$ cat src/rtl/m_axil_cmd.sv
// AXI4-Lite master. Each accepted command becomes one AXI-Lite write or read.
// The result is held on the response port until it is consumed; only one transaction is outstanding.
module m_axil_cmd #(
  parameter int DATA_WIDTH = 32,
  parameter int ADDR_WIDTH = 5
) (
  input  logic                    axi_clock,
  input  logic                    rst,
  input  logic                    cmd_valid,
  output logic                    cmd_ready,
  input  logic                    cmd_we,
  input  logic [ADDR_WIDTH-1:0]   cmd_addr,
  input  logic [DATA_WIDTH-1:0]   cmd_wdata,
  input  logic [DATA_WIDTH/8-1:0] cmd_wstrb,
  output logic                    rsp_valid,
  input  logic                    rsp_ready,
  output logic                    rsp_we,
  output logic [DATA_WIDTH-1:0]   rsp_rdata,
  output logic [1:0]              rsp_resp,
  output logic [ADDR_WIDTH-1:0]   m_axil_awaddr,
  output logic [2:0]              m_axil_awprot,
  output logic                    m_axil_awvalid,
  input  logic                    m_axil_awready,
  output logic [DATA_WIDTH-1:0]   m_axil_wdata,
  output logic [DATA_WIDTH/8-1:0] m_axil_wstrb,
  output logic                    m_axil_wvalid,
  input  logic                    m_axil_wready,
  input  logic [1:0]              m_axil_bresp,
  input  logic                    m_axil_bvalid,
  output logic                    m_axil_bready,
  output logic [ADDR_WIDTH-1:0]   m_axil_araddr,
  output logic [2:0]              m_axil_arprot,
  output logic                    m_axil_arvalid,
  input  logic                    m_axil_arready,
  input  logic [DATA_WIDTH-1:0]   m_axil_rdata,
  input  logic [1:0]              m_axil_rresp,
  input  logic                    m_axil_rvalid,
  output logic                    m_axil_rready
);

  typedef enum logic [2:0] {
    IDLE  = 3'd0,
    WR    = 3'd1,
    WRESP = 3'd2,
    RD_A  = 3'd3,
    RD_D  = 3'd4,
    RSP   = 3'd5
  } state_t;

  state_t                  state_r;
  logic [ADDR_WIDTH-1:0]   addr_r;
  logic [DATA_WIDTH-1:0]   wdata_r;
  logic [DATA_WIDTH/8-1:0] wstrb_r;
  logic                    awvalid_r;
  logic                    wvalid_r;
  logic                    bready_r;
  logic                    arvalid_r;
  logic                    rready_r;
  logic                    rsp_valid_r;
  logic                    rsp_we_r;
  logic [DATA_WIDTH-1:0]   rsp_rdata_r;
  logic [1:0]              rsp_resp_r;
  logic                    aw_done_s;
  logic                    w_done_s;

  assign cmd_ready      = (state_r == IDLE);
  assign m_axil_awaddr  = addr_r;
  assign m_axil_araddr  = addr_r;
  assign m_axil_awprot  = 3'b000;
  assign m_axil_arprot  = 3'b000;
  assign m_axil_wdata   = wdata_r;
  assign m_axil_wstrb   = wstrb_r;
  assign m_axil_awvalid = awvalid_r;
  assign m_axil_wvalid  = wvalid_r;
  assign m_axil_bready  = bready_r;
  assign m_axil_arvalid = arvalid_r;
  assign m_axil_rready  = rready_r;
  assign rsp_valid      = rsp_valid_r;
  assign rsp_we         = rsp_we_r;
  assign rsp_rdata      = rsp_rdata_r;
  assign rsp_resp       = rsp_resp_r;

  // Write-channel completion: a channel is done once its valid has dropped or it handshakes now.
  always_comb begin
    aw_done_s = !awvalid_r || m_axil_awready;
    w_done_s  = !wvalid_r  || m_axil_wready;
  end

  // Transaction FSM with all AXI and response outputs registered.
  always_ff @(posedge axi_clock) begin
    if (rst) begin
      state_r     <= IDLE;
      addr_r      <= {ADDR_WIDTH{1'b0}};
      wdata_r     <= {DATA_WIDTH{1'b0}};
      wstrb_r     <= {(DATA_WIDTH/8){1'b0}};
      awvalid_r   <= 1'b0;
      wvalid_r    <= 1'b0;
      bready_r    <= 1'b0;
      arvalid_r   <= 1'b0;
      rready_r    <= 1'b0;
      rsp_valid_r <= 1'b0;
      rsp_we_r    <= 1'b0;
      rsp_rdata_r <= {DATA_WIDTH{1'b0}};
      rsp_resp_r  <= 2'b00;
    end else begin
      case (state_r)
        IDLE: begin
          if (cmd_valid) begin
            addr_r  <= cmd_addr;
            wdata_r <= cmd_wdata;
            wstrb_r <= cmd_wstrb;
            if (cmd_we) begin
              awvalid_r <= 1'b1;
              wvalid_r  <= 1'b1;
              state_r   <= WR;
            end else begin
              arvalid_r <= 1'b1;
              state_r   <= RD_A;
            end
          end
        end
        WR: begin
          // AW and W retire independently; B is only accepted once both are gone.
          if (awvalid_r && m_axil_awready) begin
            awvalid_r <= 1'b0;
          end
          if (wvalid_r && m_axil_wready) begin
            wvalid_r <= 1'b0;
          end
          if (aw_done_s && w_done_s) begin
            bready_r <= 1'b1;
            state_r  <= WRESP;
          end
        end
        WRESP: begin
          if (m_axil_bvalid && bready_r) begin
            rsp_resp_r  <= m_axil_bresp;
            rsp_rdata_r <= {DATA_WIDTH{1'b0}};
            rsp_we_r    <= 1'b1;
            rsp_valid_r <= 1'b1;
            bready_r    <= 1'b0;
            state_r     <= RSP;
          end
        end
        RD_A: begin
          if (arvalid_r && m_axil_arready) begin
            arvalid_r <= 1'b0;
            rready_r  <= 1'b1;
            state_r   <= RD_D;
          end
        end
        RD_D: begin
          if (m_axil_rvalid && rready_r) begin
            rsp_rdata_r <= m_axil_rdata;
            rsp_resp_r  <= m_axil_rresp;
            rsp_we_r    <= 1'b0;
            rsp_valid_r <= 1'b1;
            rready_r    <= 1'b0;
            state_r     <= RSP;
          end
        end
        RSP: begin
          if (rsp_ready) begin
            rsp_valid_r <= 1'b0;
            state_r     <= IDLE;
          end
        end
        default: begin
          state_r <= IDLE;
        end
      endcase
    end
  end

endmodule

$ cat config.mk
export PLATFORM = sky130hd
export DESIGN_NAME = m_axil_cmd
export DESIGN_NICKNAME = d
export VERILOG_FILES = /design/src/rtl/m_axil_cmd.sv
export SDC_FILE = /design/constraint.sdc
export NUM_CORES = 1
export LEC_CHECK = 0
export ABC_CLOCK_PERIOD_IN_PS = 4600
export BUFFER_PORTS_ARGS = -buffer_cell sky130_fd_sc_hd__buf_2
export CAP_MARGIN = 20
export CORE_MARGIN = 5
export CORE_UTILIZATION = 26
export DETAILED_ROUTE_END_ITERATION = 6
export GPL_TIMING_DRIVEN = 0
export PLACE_DENSITY = 0.59
export SETUP_SLACK_MARGIN = 0.02
export SLEW_MARGIN = 20
export SYNTH_ARGS = -nofsm -noshare
export SYNTH_HDL_FRONTEND = slang
export SYNTH_SLANG_ARGS = --single-unit
$ cat constraint.sdc
create_clock -name axi_clock -period 4.6 [get_ports axi_clock]
set_clock_uncertainty 0.1 [all_clocks]
set_input_delay 0.92 -clock axi_clock [delete_from_list [all_inputs] [get_ports axi_clock]]
set_output_delay 0.92 -clock axi_clock [all_outputs]
set_load 0.02 [all_outputs]
### Word-level counts from Yosys, hierarchy flattened

Cells that the tools add are included.

* equality and inequality tests: 15
* mux-type cells: 35
* reductions and logical operators: 26

Operators by type and width (number)
* $mux 32: 2
* $pmux 32 s2: 1
* $mux 3: 6
* $ne 2x2->1 const B: 9
* $pmux 3 s6: 1
* $reduce_and 4->1: 4
* $mux 1: 14
* $pmux 1 s2: 6
* $reduce_bool 2->1: 5
* $reduce_and 3->1: 3
* $eq 3x2->1 const B: 2
* $eq 3x3->1 const B: 2
* $logic_and 1x1->1: 6
* $mux 2: 3
* $reduce_and 6->1: 1
* $pmux 2 s2: 1
* $eq 3x1->1 const B: 1
* $logic_not 3->1: 1
* $pmux 1 s3: 1
* $reduce_bool 3->1: 1
* $logic_not 1->1: 2
* $logic_or 1x1->1: 2
* $ne 2x1->1 const B: 1
* $reduce_and 2->1: 1

* input bits: 87
* output and inout bits: 94
* register bits: 85
* word-level logic and storage cells: 89

### Logic depth before layout (Yosys ltp)

Gate-level depths: netlist (run 1).

* word-level depth: 5
* depth in mapped cells: 7

### Least setup slack after synthesis (run 1)

No wires, ideal clock.

* kind: input port to flip-flop
* start point: input port m_axil_wready
* end point: register state_r[1]
* required time: 4.379 ns
* path buffers: 0
* arrival time: 1.797 ns
* stages on the path: 4
* slack: 2.581 ns
* cells stage by stage: or2b_2 -> a21bo_1 -> o2111ai_2 -> mux2_4

* longest elaborated chain between the ends: 4

RTL lines
* from (decl): line 27 `input logic m_axil_wready,`
* $logic_or 1x1->1: line 86 `w_done_s = !wvalid_r || m_axil_wready;`
* $logic_and 1x1->1: line 130 `if (aw_done_s && w_done_s) begin`
* $ne 2x2->1 (no source line)
* $reduce_and 6->1 (no source line)
* to (signal assigned): line 92 `state_r <= IDLE;`
* to (signal assigned): line 132 `state_r <= WRESP;`
* to (signal assigned): line 142 `state_r <= RSP;`
* to (decl): line 50 `state_t state_r;`

No other way between the ends.
A chain may end at the register's enable or synchronous reset.

### Final worst setup path (run 1)

* start point: register state_r[2]
* end point: output port cmd_ready

* longest elaborated chain between the ends: 1

RTL lines
* from (signal assigned): line 92
* from (signal assigned): line 115 `state_r <= WR;`
* from (signal assigned): line 118 `state_r <= RD_A;`
* $logic_not 3->1: line 66 `assign cmd_ready = (state_r == IDLE);`
* to (decl): line 10 `output logic cmd_ready,`

No other way between the ends.

==> results of run 1 <==
critical path, cell delays in order (launching register included):
cell,delay (ns)
dfxtp_1,0.31
buf_6,0.14
nor3_2,0.22
buf_2,0.21
metrics by stage:
| stage | setup slack (ns) | area, um^2 | power (mW) | hold WS [ns] | utilization (%) |
|---|---|---|---|---|---|
| floorplan | 2.581 | 3421 | 1.375 | 0.4345 | - |
| global placement | 2.132 | 4507 | 1.594 | 0.3396 | 35.42 |
| detailed placement | 2.119 | 4507 | 1.609 | 0.3457 | 35.42 |
| CTS | 2.318 | 4813 | 2.381 | 0.3542 | 37.83 |
| global route | 2.287 | 4813 | 2.482 | 0.3770 | 37.83 |
| finish | 2.359 | 4813 | 2.340 | 0.3531 | 37.83 |
sequential cells by signal, summed over array words and instances (netlist names):
signal          cells
m_axil_wdata       32
rsp_rdata          32
m_axil_araddr       5
m_axil_wstrb        4
state_r             3
rsp_resp            2
m_axil_arvalid      1
m_axil_awvalid      1
m_axil_bready       1
m_axil_rready       1
m_axil_wvalid       1
rsp_valid           1
rsp_we              1
synth_stat cells (all sizes together), types with 2 or more instances:
master / count / area [um^2]
nand2: 92 / 345.3
dfxtp: 85 / 1702
a21oi: 44 / 220.2
nor2: 34 / 170.2
a22oi: 33 / 342.8
buf: 27 / 212.7
clkbuf: 12 / 45.04
nor3: 8 / 45.04
and2: 5 / 31.28
nand2b: 4 / 25.02
a31oi: 3 / 18.77
nor2b: 3 / 18.77
nor3b: 3 / 50.05
o21a: 3 / 22.52
a211oi: 2 / 15.01
a41oi: 2 / 17.52
and2b: 2 / 15.01
cells by family (layout without fill, tap and decap cells):
kind of cell | Yosys count | count (layout) | share of synthesized area, %
compound gates | 93 | 93 | 20.38
simple gates | 153 | 153 | 21.07
mux | 2 | 2 | 0.7354
other cells | 1 | 6 | 0.1102
buf+inv | 40 | 229 | 7.686
flops | 85 | 85 | 50.02
report_power, final:
group	total (mW)	internal, mW	switching, mW
logic	0.689	0.262	0.427
clock network	0.758	0.473	0.285
registers	0.894	0.833	0.0615
cell type report:
cell class,count,share of cell area (%)
Buffer,39,5.355
Sequential cell,85,35.35
Clock inverter,4,1.534
Multi-Input combinational cell,254,30.28
Tap cell,172,4.471
Clock buffer,11,4.835
Timing Repair Buffer,174,18.09
Inverter,1,0.07798
metal layers:
metal / GRT usage (%) / vias to the layer above
li1: - / 1626
met1: 14.64 / 1405
met2: 21.41 / 108
met3: 4.846 / 15
met4: 5.222 / 2
met5: 0 / -
final timing paths:
path / cells past startpoint / start / to
max: 3 / state_r[2]$_SDFFE_PP0P_ / cmd_ready
min: 2 / m_axil_wdata[25]$_SDFFE_PP0P_ / m_axil_wdata[25]$_SDFFE_PP0P_
max reg2reg: 6 / state_r[2]$_SDFFE_PP0P_ / rsp_rdata[15]$_SDFFE_PP0P_
min reg2reg: 2 / m_axil_wdata[25]$_SDFFE_PP0P_ / m_axil_wdata[25]$_SDFFE_PP0P_
==> metrics.txt, run 1 <==
EDFF count, synth 0; Worst Setup Path Type register to output pin; most frequent cells in the layout 179 x buf_2, 92 x nand2_1, 85 x dfxtp_1; Fmax achieved 446.3 MHz; vias per cell 4.265; Required @ worst endpoint 3.58 ns; FP Rows between 40 and 50; Die Span Y 124.4 um; Slew @ Worst Pin approximately 0.64 ns; Placeable Area 12720 um^2; met3 WL roughly 780 um; fillers between 1000 and 1500; GRT overflow 0; Final Hold Vio Count 0; final cell count without fillers 740; drt drc 0; worst hold path type register to register; met2 wire length about 4700 um; WP data arrival 1.22 ns; sequential area share after synthesis between 50 and 60%; Initial DRC Count 83; warnings from Yosys 0; Layout area overhead 41.49%; DR WL/cell ~13 um; CTS Hold Buffers Added 0; peak supply drop 0.0001904 V; Most used DFF post-synth dfxtp_1; largest net degree at the start of global routing 14; startpoint types register; n_diodes 0; slew margin rel. 57.57%; Cell Area, Synth 3402 um^2; Final setup violation count 0; FF+latch count, synth 85; reg2reg setup slack 2.87 ns; die footprint ~15000 um^2; Detail Route Antenna Nets 0; final WL 9841 um; DR pass1 iterations 6; met1 wire length 4142 um; Mapped Cells 374; register area approximately 1700 um^2; CTS clk-pin slew, worst paths about 0.06 ns; leading cell type in the layout, fill and taps excluded buf_2; Lkg Pwr 2.191 nW; initial core utilization 26.74%; Max FO, Critical Path 9; Setup crit end kind output pin; worst skew pair latency ~0.34 ns; share of layout cells above drive strength 1 a little under half; root buffer cell clkbuf_16; Distinct cells, synth 36; area of the multi-input gates approximately 1500 um^2; port buffer count 174; placed cells 725; min cycle time layout around 2.2 ns; run status finished clean; initial antenna violation count 1; setup bufs post-CTS 0; Fin Setup TNS 0 ns; overall global routing resource usage between 10% and 20%; first-pass GRT wire length 16060 um; number of global-route vias before repair 3226; CTS tree built; async set-reset flop share out of synthesis 0%; Post-CTS Resized 0; syn avg cell area ~9 um^2; routability cong. 0.7157; CTS HTree Levels 3; I/O Pins 181; Post-layout nets between 600 and 700; DP Wirelength 7683 um; Sink Count 85; clk buf depth 2; Period Utilization, post-route between 40% and 50%; RSZ-0062 raised after global routing false; CTS buffer count 9; Vias 3156; DR top layer met5; pwr dens about 500 nW/um^2; Die Wd 124.4 um; Final Max Tran Viols 0; max-cap violation count 0
No activity file was read; power rests on OpenSTA's default activity.
==> inputs of run 2 (changes only) <==
--- a/config.mk
+++ b/config.mk
@@ -5,14 +5,15 @@
 export SDC_FILE = /design/constraint.sdc
 export NUM_CORES = 1
 export LEC_CHECK = 0
-export ABC_CLOCK_PERIOD_IN_PS = 4600
+export ABC_AREA = 1
+export ABC_CLOCK_PERIOD_IN_PS = 1800
 export BUFFER_PORTS_ARGS = -buffer_cell sky130_fd_sc_hd__buf_2
 export CAP_MARGIN = 20
 export CORE_MARGIN = 5
 export CORE_UTILIZATION = 26
 export DETAILED_ROUTE_END_ITERATION = 6
 export GPL_TIMING_DRIVEN = 0
-export PLACE_DENSITY = 0.59
+export PLACE_DENSITY = 0.61
 export SETUP_SLACK_MARGIN = 0.02
 export SLEW_MARGIN = 20
 export SYNTH_ARGS = -nofsm -noshare
==> constraint.sdc (replaced) <==
create_clock -name axi_clock -period 1.8 [get_ports axi_clock]
set_clock_uncertainty 0.1 [all_clocks]
set_input_delay 0.36 -clock axi_clock [delete_from_list [all_inputs] [get_ports axi_clock]]
set_output_delay 0.36 -clock axi_clock [all_outputs]
set_load 0.02 [all_outputs]
==> run 2 against run 1 <==
  * Synthesized cell count up 18%
  * Worst hold slack got worse by 0.19 ns
  * Synthesized area down 1.3%
  * Sequential cell count did not move
  * Non-clock buffer count increased by 2
  * Sequential power increased to 2.6 times the previous value
  * Critical endpoint unchanged
  * Largest cell class unchanged
  * Highest routed layer is now met4
==> metrics.txt, run 2 <==
run status finished clean; share of layout cells above drive strength 1 36.36% (-8.7 points); Final Hold Vio Count 0 (unchanged); Initial DRC Count 135 (+63%); worst hold path type primary input to register; FF+latch count, synth 85 (unchanged); CTS HTree Levels 3 (unchanged); Max FO, Critical Path 7 (-2); clk buf depth 2 (unchanged); Die Wd 123.7 um (-0.58%); CTS buffer count 9 (unchanged); Sink Count 85 (unchanged); Power, Total 6.621 mW (+180%); pwr dens 1373 nW/um^2 (+180%); Layout area overhead 43.54%; final WL 10290 um (+4.5%); async set-reset flop share out of synthesis 0% (unchanged); Distinct cells, synth 23 (-36%); die footprint 15290 um^2 (-1.2%); WP data arrival 1.23 ns (about the same); min-delay src m_axil_rdata[9]; cells along the critical path inv_2 > nand2_1 > inv_4 > buf_6 > buf_4; fin area 4822 um^2 (+0.18%); n_diodes 0 (unchanged); WHS Path Cells 3 (+1); Required @ worst endpoint 1.34 ns (-2.24 ns); CTS tree built; RSZ-0062 raised after global routing false; drt drc 0 (unchanged); first-pass GRT wire length 15750 um (-1.9%); initial antenna violation count 0 (-1); largest net degree at the start of global routing 15 (+1); max incr delay on CP 0.40 ns (+0.09 ns); warnings from Yosys 0 (unchanged); Vias 3467 (+9.9%); CP startpoint state_r[1]$_SDFFE_PP0P_; top cells by count, synth 137 x nand2_1, 85 x dfxtp_1, 81 x a21oi_1, 50 x nand3_1, 16 x buf_4; syn avg cell area 7.601 um^2 (-16%); EDFF count, synth 0 (unchanged); CTS clk-pin slew, worst paths 0.06 ns (about the same); Worst Setup Path Type register to output pin; Most used DFF post-synth dfxtp_1; max-cap violation count 0 (unchanged); peak supply drop 0.0006287 V (+230%); critical path's slowest cell dfxtp_4; Placeable Area 12620 um^2 (-0.81%); most frequent cells in the layout 179 x buf_2, 137 x nand2_1, 83 x dfxtp_1; top cells by area, synth dfxtp_1 51%, nand2_1 15%, a21oi_1 12%; DR pass1 iterations 4 (-2); FP Rows 41 (unchanged); root buffer cell clkbuf_16; reg2reg start state_r[2]$_SDFFE_PP0P_; DP Wirelength 7822 um (+1.8%); Die Span Y 123.7 um (-0.58%); area share of the largest cell type after synthesis 50.65% (+0.63 points); Fmax achieved 590.1 MHz; port buffer count 172 (-1.1%); path depth of the worst reg2reg path 8 (+2); count leader, synth nand2_1; number of global-route vias before repair 3311 (+2.6%); sequential area share after synthesis 50.65% (+0.63 points); min cycle time layout 1.694 ns; Final setup violation count 0 (unchanged); GRT overflow 0 (unchanged); Lkg Pwr 2.302 nW (+5.1%); Detail Route Antenna Nets 0 (unchanged); worst skew pair latency 0.34 ns (about the same); Post-layout nets 720 (+11%); leading cell type in the layout, fill and taps excluded buf_2; Fin Setup TNS 0 ns (unchanged); Slew @ Worst Pin 0.5411 ns (-0.09523 ns); Period Utilization, post-route 94.14%; placed cell area 4454 um^2 (-1.2%); I/O Pins 181 (unchanged); final core occ 38.21% (+0.38 points); Mapped Cells 442 (+18%); slew margin rel. 63.92% (+6.3 points); worst hold margin 0.1634 ns (-0.1897 ns); Final Max Tran Viols 0 (unchanged); Setup crit end kind output pin; DR WL/cell 12.70 um (-4.5%); overall global routing resource usage 13.14% (+0.35 points); initial core utilization 26.62% (-0.12 points); cell taking the most area after synthesis dfxtp_1; routability cong. 0.7647 (+6.8%); startpoint types register; Cell Area, Synth 3359 um^2 (-1.3%); vias per cell 4.280 (+0.36%)
[run 2: power by group]
group	total [mW]	switching (mW)	leakage (nW)	internal, mW
combinational	2.26	1.43	1.46	0.833
clock	2.02	0.759	0.152	1.26
sequential	2.34	0.186	0.692	2.16
total	6.62	2.37	2.30	4.25
[run 2: cells by family after synthesis]
logic type / Yosys count / synth area share, %
other cells: 1 / 0.1116
simple gates: 211 / 26.89
compound gates: 86 / 12.89
flops: 85 / 50.65
buf+inv: 59 / 9.460
[run 2: layout make-up]
cell class	count	area (um^2)
Multi-Input combinational cell	303	1359
Timing Repair Buffer	175	885.9
Buffer	40	250.2
Clock buffer	11	242.7
Inverter	19	76.32
Tap cell	172	215.2
Fill cell	1361	7797
Clock inverter	5	83.83
Sequential cell	85	1709
[run 2: timing repair]
action,CTS,global route
resized for setup,8,0
setup endpoints to repair,1,0
hold buffers,0,0
setup buffers,3,0
[run 2: worst paths after layout]
kind	endpoint	slack (ns)
hold / removal	rsp_rdata[9]$_SDFFE_PP0P_	0.16
setup / recovery	cmd_ready	0.11
hold reg to reg	rsp_rdata[14]$_SDFFE_PP0P_	0.36
setup reg to reg	state_r[1]$_SDFFE_PP0P_	0.31
[run 2: stage by stage]
stage          setup slack [ns]  std cells
2_1_floorplan            0.4118        447
3_3_place_gp            0.06385        791
3_5_place_dp            0.04957        791
4_1_cts                 0.07285        810
5_1_grt                 0.02678        810
6_report                 0.1055        810
[run 2: critical path, delay by kind of cell, from the launching register on]
family	cells	cell delay, ns
AND/OR/NAND/NOR	1	0.11
flip-flops	1	0.40
buffers and inverters	4	0.38
[run 2: metal layers]
layer / GRT usage (%) / vias to the layer above / wire length [um] / share of wire, %
li1: - / 1806 / - / -
met1: 15.51 / 1501 / 4440 / 43
met2: 20.75 / 148 / 4474 / 43
met3: 6.857 / 12 / 1245 / 12
met4: 3.875 / 0 / 127 / 1.2
met5: 0 / - / 0 / 0
==> inputs of run 3 (changes only) <==
--- a/config.mk
+++ b/config.mk
@@ -6,14 +6,14 @@
 export NUM_CORES = 1
 export LEC_CHECK = 0
 export ABC_AREA = 1
-export ABC_CLOCK_PERIOD_IN_PS = 1800
+export ABC_CLOCK_PERIOD_IN_PS = 1980
 export BUFFER_PORTS_ARGS = -buffer_cell sky130_fd_sc_hd__buf_2
 export CAP_MARGIN = 20
 export CORE_MARGIN = 5
 export CORE_UTILIZATION = 26
 export DETAILED_ROUTE_END_ITERATION = 6
 export GPL_TIMING_DRIVEN = 0
-export PLACE_DENSITY = 0.61
+export PLACE_DENSITY = 0.62
 export SETUP_SLACK_MARGIN = 0.02
 export SLEW_MARGIN = 20
 export SYNTH_ARGS = -nofsm -noshare
==> constraint.sdc (replaced) <==
create_clock -name axi_clock -period 1.98 [get_ports axi_clock]
set_clock_uncertainty 0.1 [all_clocks]
set_input_delay 0.396 -clock axi_clock [delete_from_list [all_inputs] [get_ports axi_clock]]
set_output_delay 0.396 -clock axi_clock [all_outputs]
set_load 0.02 [all_outputs]
==> run 3 against run 2 <==
  * Cell count shrank 0.49%
  * Critical path depth shrank 1
  * Combinational power shrank 13%
  * Wire length shrank 0.18%
  * Global-route usage grew 0.091 points
  * Worst hold slack gained 0.041 ns
  * Sequential share of layout area grew 0.63 points
  * Design area shrank 2.0%
  * Register-to-register slack gained 0.17 ns
  * Critical endpoint unchanged
==> metrics.txt, run 3 (same netlist as run 2, synthesis figures left out) <==
max-cap violation count 0 (unchanged); Final Max Tran Viols 0 (unchanged); RSZ-0062 raised after global routing false; Vias 3429 (-1.1%); drt drc 0 (unchanged); DR WL/cell 12.74 um (+0.31%); pwr dens 1185 nW/um^2 (-14%); leading cell type in the layout, fill and taps excluded buf_2; min cycle time layout 1.795 ns; Required @ worst endpoint 1.48 ns (+0.14 ns); CP delay by family, top flip-flops; cells along the critical path nor2_4 > nand2_1 > inv_4 > buf_4; worst hold margin 0.2042 ns (+0.04073 ns); WP depth 4 (-1); peak supply drop 0.0005469 V (-13%); Initial DRC Count 83 (-39%); max incr delay on CP 0.37 ns (-0.03 ns); Worst Setup EP cmd_ready; Die Wd 123.7 um (unchanged); Internal Power 3.519 mW (-17%); final setup margin 0.1846 ns (+0.07912 ns); Lkg Pwr 2.263 nW (-1.7%); largest net degree at the start of global routing 13 (-2); Setup crit end kind output pin; placed cell area 4454 um^2 (unchanged); FP Rows 41 (unchanged); reg2reg start state_r[2]$_SDFFE_PP0P_; CTS tree built; Post-layout nets 717 (-0.42%); clk buf depth 2 (unchanged); worst hold path type primary input to register; Period Utilization, post-route between 90% and 100%; I/O Pins 181 (unchanged); worst skew pair latency 0.34 ns (about the same); path depth of the worst reg2reg path 6 (-2); overall global routing resource usage 13.23% (+0.091 points); placed cells 791 (unchanged); GRT overflow 0 (unchanged); Fin Setup TNS 0 ns (unchanged); Worst Setup Path Type register to output pin; Slew @ Worst Pin 0.5368 ns (-0.004308 ns); startpoint types register; CTS buffer count 9 (unchanged); Sink Count 85 (unchanged); WP data arrival 1.30 ns (+0.07 ns); Detail Route Antenna Nets 0 (unchanged); CP Buf/Inv Count 2 (-2); critical path's slowest cell dfxtp_2; CTS HTree Levels 3 (unchanged); Placeable Area 12620 um^2 (unchanged); Max FO, Critical Path 16 (+9); first-pass GRT wire length 15660 um (-0.57%); CP startpoint state_r[0]$_SDFFE_PP0P_; final cell count without fillers 806 (-0.49%); number of global-route vias before repair 3280 (-0.94%); Switching Power 2.079 mW (-12%); root buffer cell clkbuf_16; Combinational Power Share 35.0% (+0.8 points); most frequent cells in the layout 179 x buf_2, 137 x nand2_1, 83 x dfxtp_1; fin area 4725 um^2 (-2.0%); Power, Total 5.598 mW (-15%); Final setup violation count 0 (unchanged); final core occ 37.44% (-0.77 points); vias per cell 4.254 (-0.61%); reg2reg setup slack 0.48 ns (+0.17 ns); CTS clk-pin slew, worst paths 0.06 ns (about the same); Fmax achieved 557.0 MHz; Final Hold Vio Count 0 (unchanged); share of layout cells above drive strength 1 35.65% (-0.72 points); fillers 1392 (+2.3%); Clk pwr share 27.0% (-3.4 points); routability cong. 0.7627 (-0.26%); Layout area overhead 40.63%; n_diodes 0 (unchanged); worst slack, placed 0.1893 ns (+0.1397 ns); initial core utilization 26.62% (unchanged); initial antenna violation count 0 (unchanged); final WL 10270 um (-0.18%); Die Span Y 123.7 um (unchanged); DP Wirelength 7789 um (-0.43%); switching portion of total power 37.14% (+1.3 points); slew margin rel. 64.21% (+0.29 points); port buffer count 172 (unchanged); worst reg2reg endpoint rsp_rdata[10]$_SDFFE_PP0P_; run status finished clean; sequential share of power 37.9% (+2.5 points); DR pass1 iterations 4 (unchanged); die footprint 15290 um^2 (unchanged)
[run 3: changes by cell type in the layout (fill, tap and decap cells not counted)]
cell,previous run,this run
buf_4,20,18
buf_6,4,3
bufinv_16,2,0
clkbuf_1,13,15
clkinv_2,0,2
clkinv_4,1,0
clkinvlp_4,2,0
dfxtp_2,0,2
dfxtp_4,2,0
[run 3: worst min-delay path by stage]
stage | start | endpoint | cells after the start
after global routing | m_axil_rdata[15] | rsp_rdata[15]$_SDFFE_PP0P_ | 3
after detailed placement | m_axil_wdata[24]$_SDFFE_PP0P_ | m_axil_wdata[24]$_SDFFE_PP0P_ | 2
after CTS | m_axil_rdata[20] | rsp_rdata[20]$_SDFFE_PP0P_ | 3
after floorplan | rsp_valid$_SDFFE_PP0P_ | rsp_valid$_SDFFE_PP0P_ | 2
after global placement | rsp_rdata[20]$_SDFFE_PP0P_ | rsp_rdata[20]$_SDFFE_PP0P_ | 2
final | m_axil_rdata[20] | rsp_rdata[20]$_SDFFE_PP0P_ | 3
[run 3: layout make-up]
type	count	area (um^2)	share of cell area (%)
multi-input combinational	303	1359	28.76
sequential	85	1704	36.07
buffer	39	239.0	5.058
inverter	19	76.32	1.615
clock inverter	2	10.01	0.2119
tap	172	215.2	4.555
timing repair buffer	173	870.8	18.43
clock buffer	13	250.2	5.297
[run 3: what timing repair did]
action | 4_1_cts | 5_1_grt
endpoints found under the hold margin | 0 | 0
pin swaps | 1 | 0
setup endpoints to repair | 1 | 1
setup buffers | 1 | 0
hold buffers | 0 | 0
resized for setup | 4 | 1
[run 3: layer usage]
layer / global-route usage (%) / wire, um / vias up
li1: - / - / 1792
met1: 15.59 / 4383 / 1491
met2: 20.38 / 4488 / 139
met3: 7.766 / 1333 / 7
met4: 3.737 / 61 / 0
met5: 0 / 0 / -
[run 3: worst reg2reg max path, stage by stage, from the launching register on]
cell and delay (ns):
dfxtp_1 0.37, buf_2 0.24, nand3_2 0.14, inv_2 0.13
buf_2 0.22, nand2_1 0.09, a21oi_1 0.14
[run 3: power by group through the flow]
stage | logic [mW] | clock network (mW) | registers, mW
2_1_floorplan | 1.08 | 0 | 2.40
3_3_place_gp | 1.95 | 0 | 2.15
3_5_place_dp | 1.96 | 0 | 2.15
4_1_cts | 2.01 | 1.58 | 2.12
5_1_grt | 2.18 | 1.65 | 2.15
6_report | 1.96 | 1.51 | 2.12
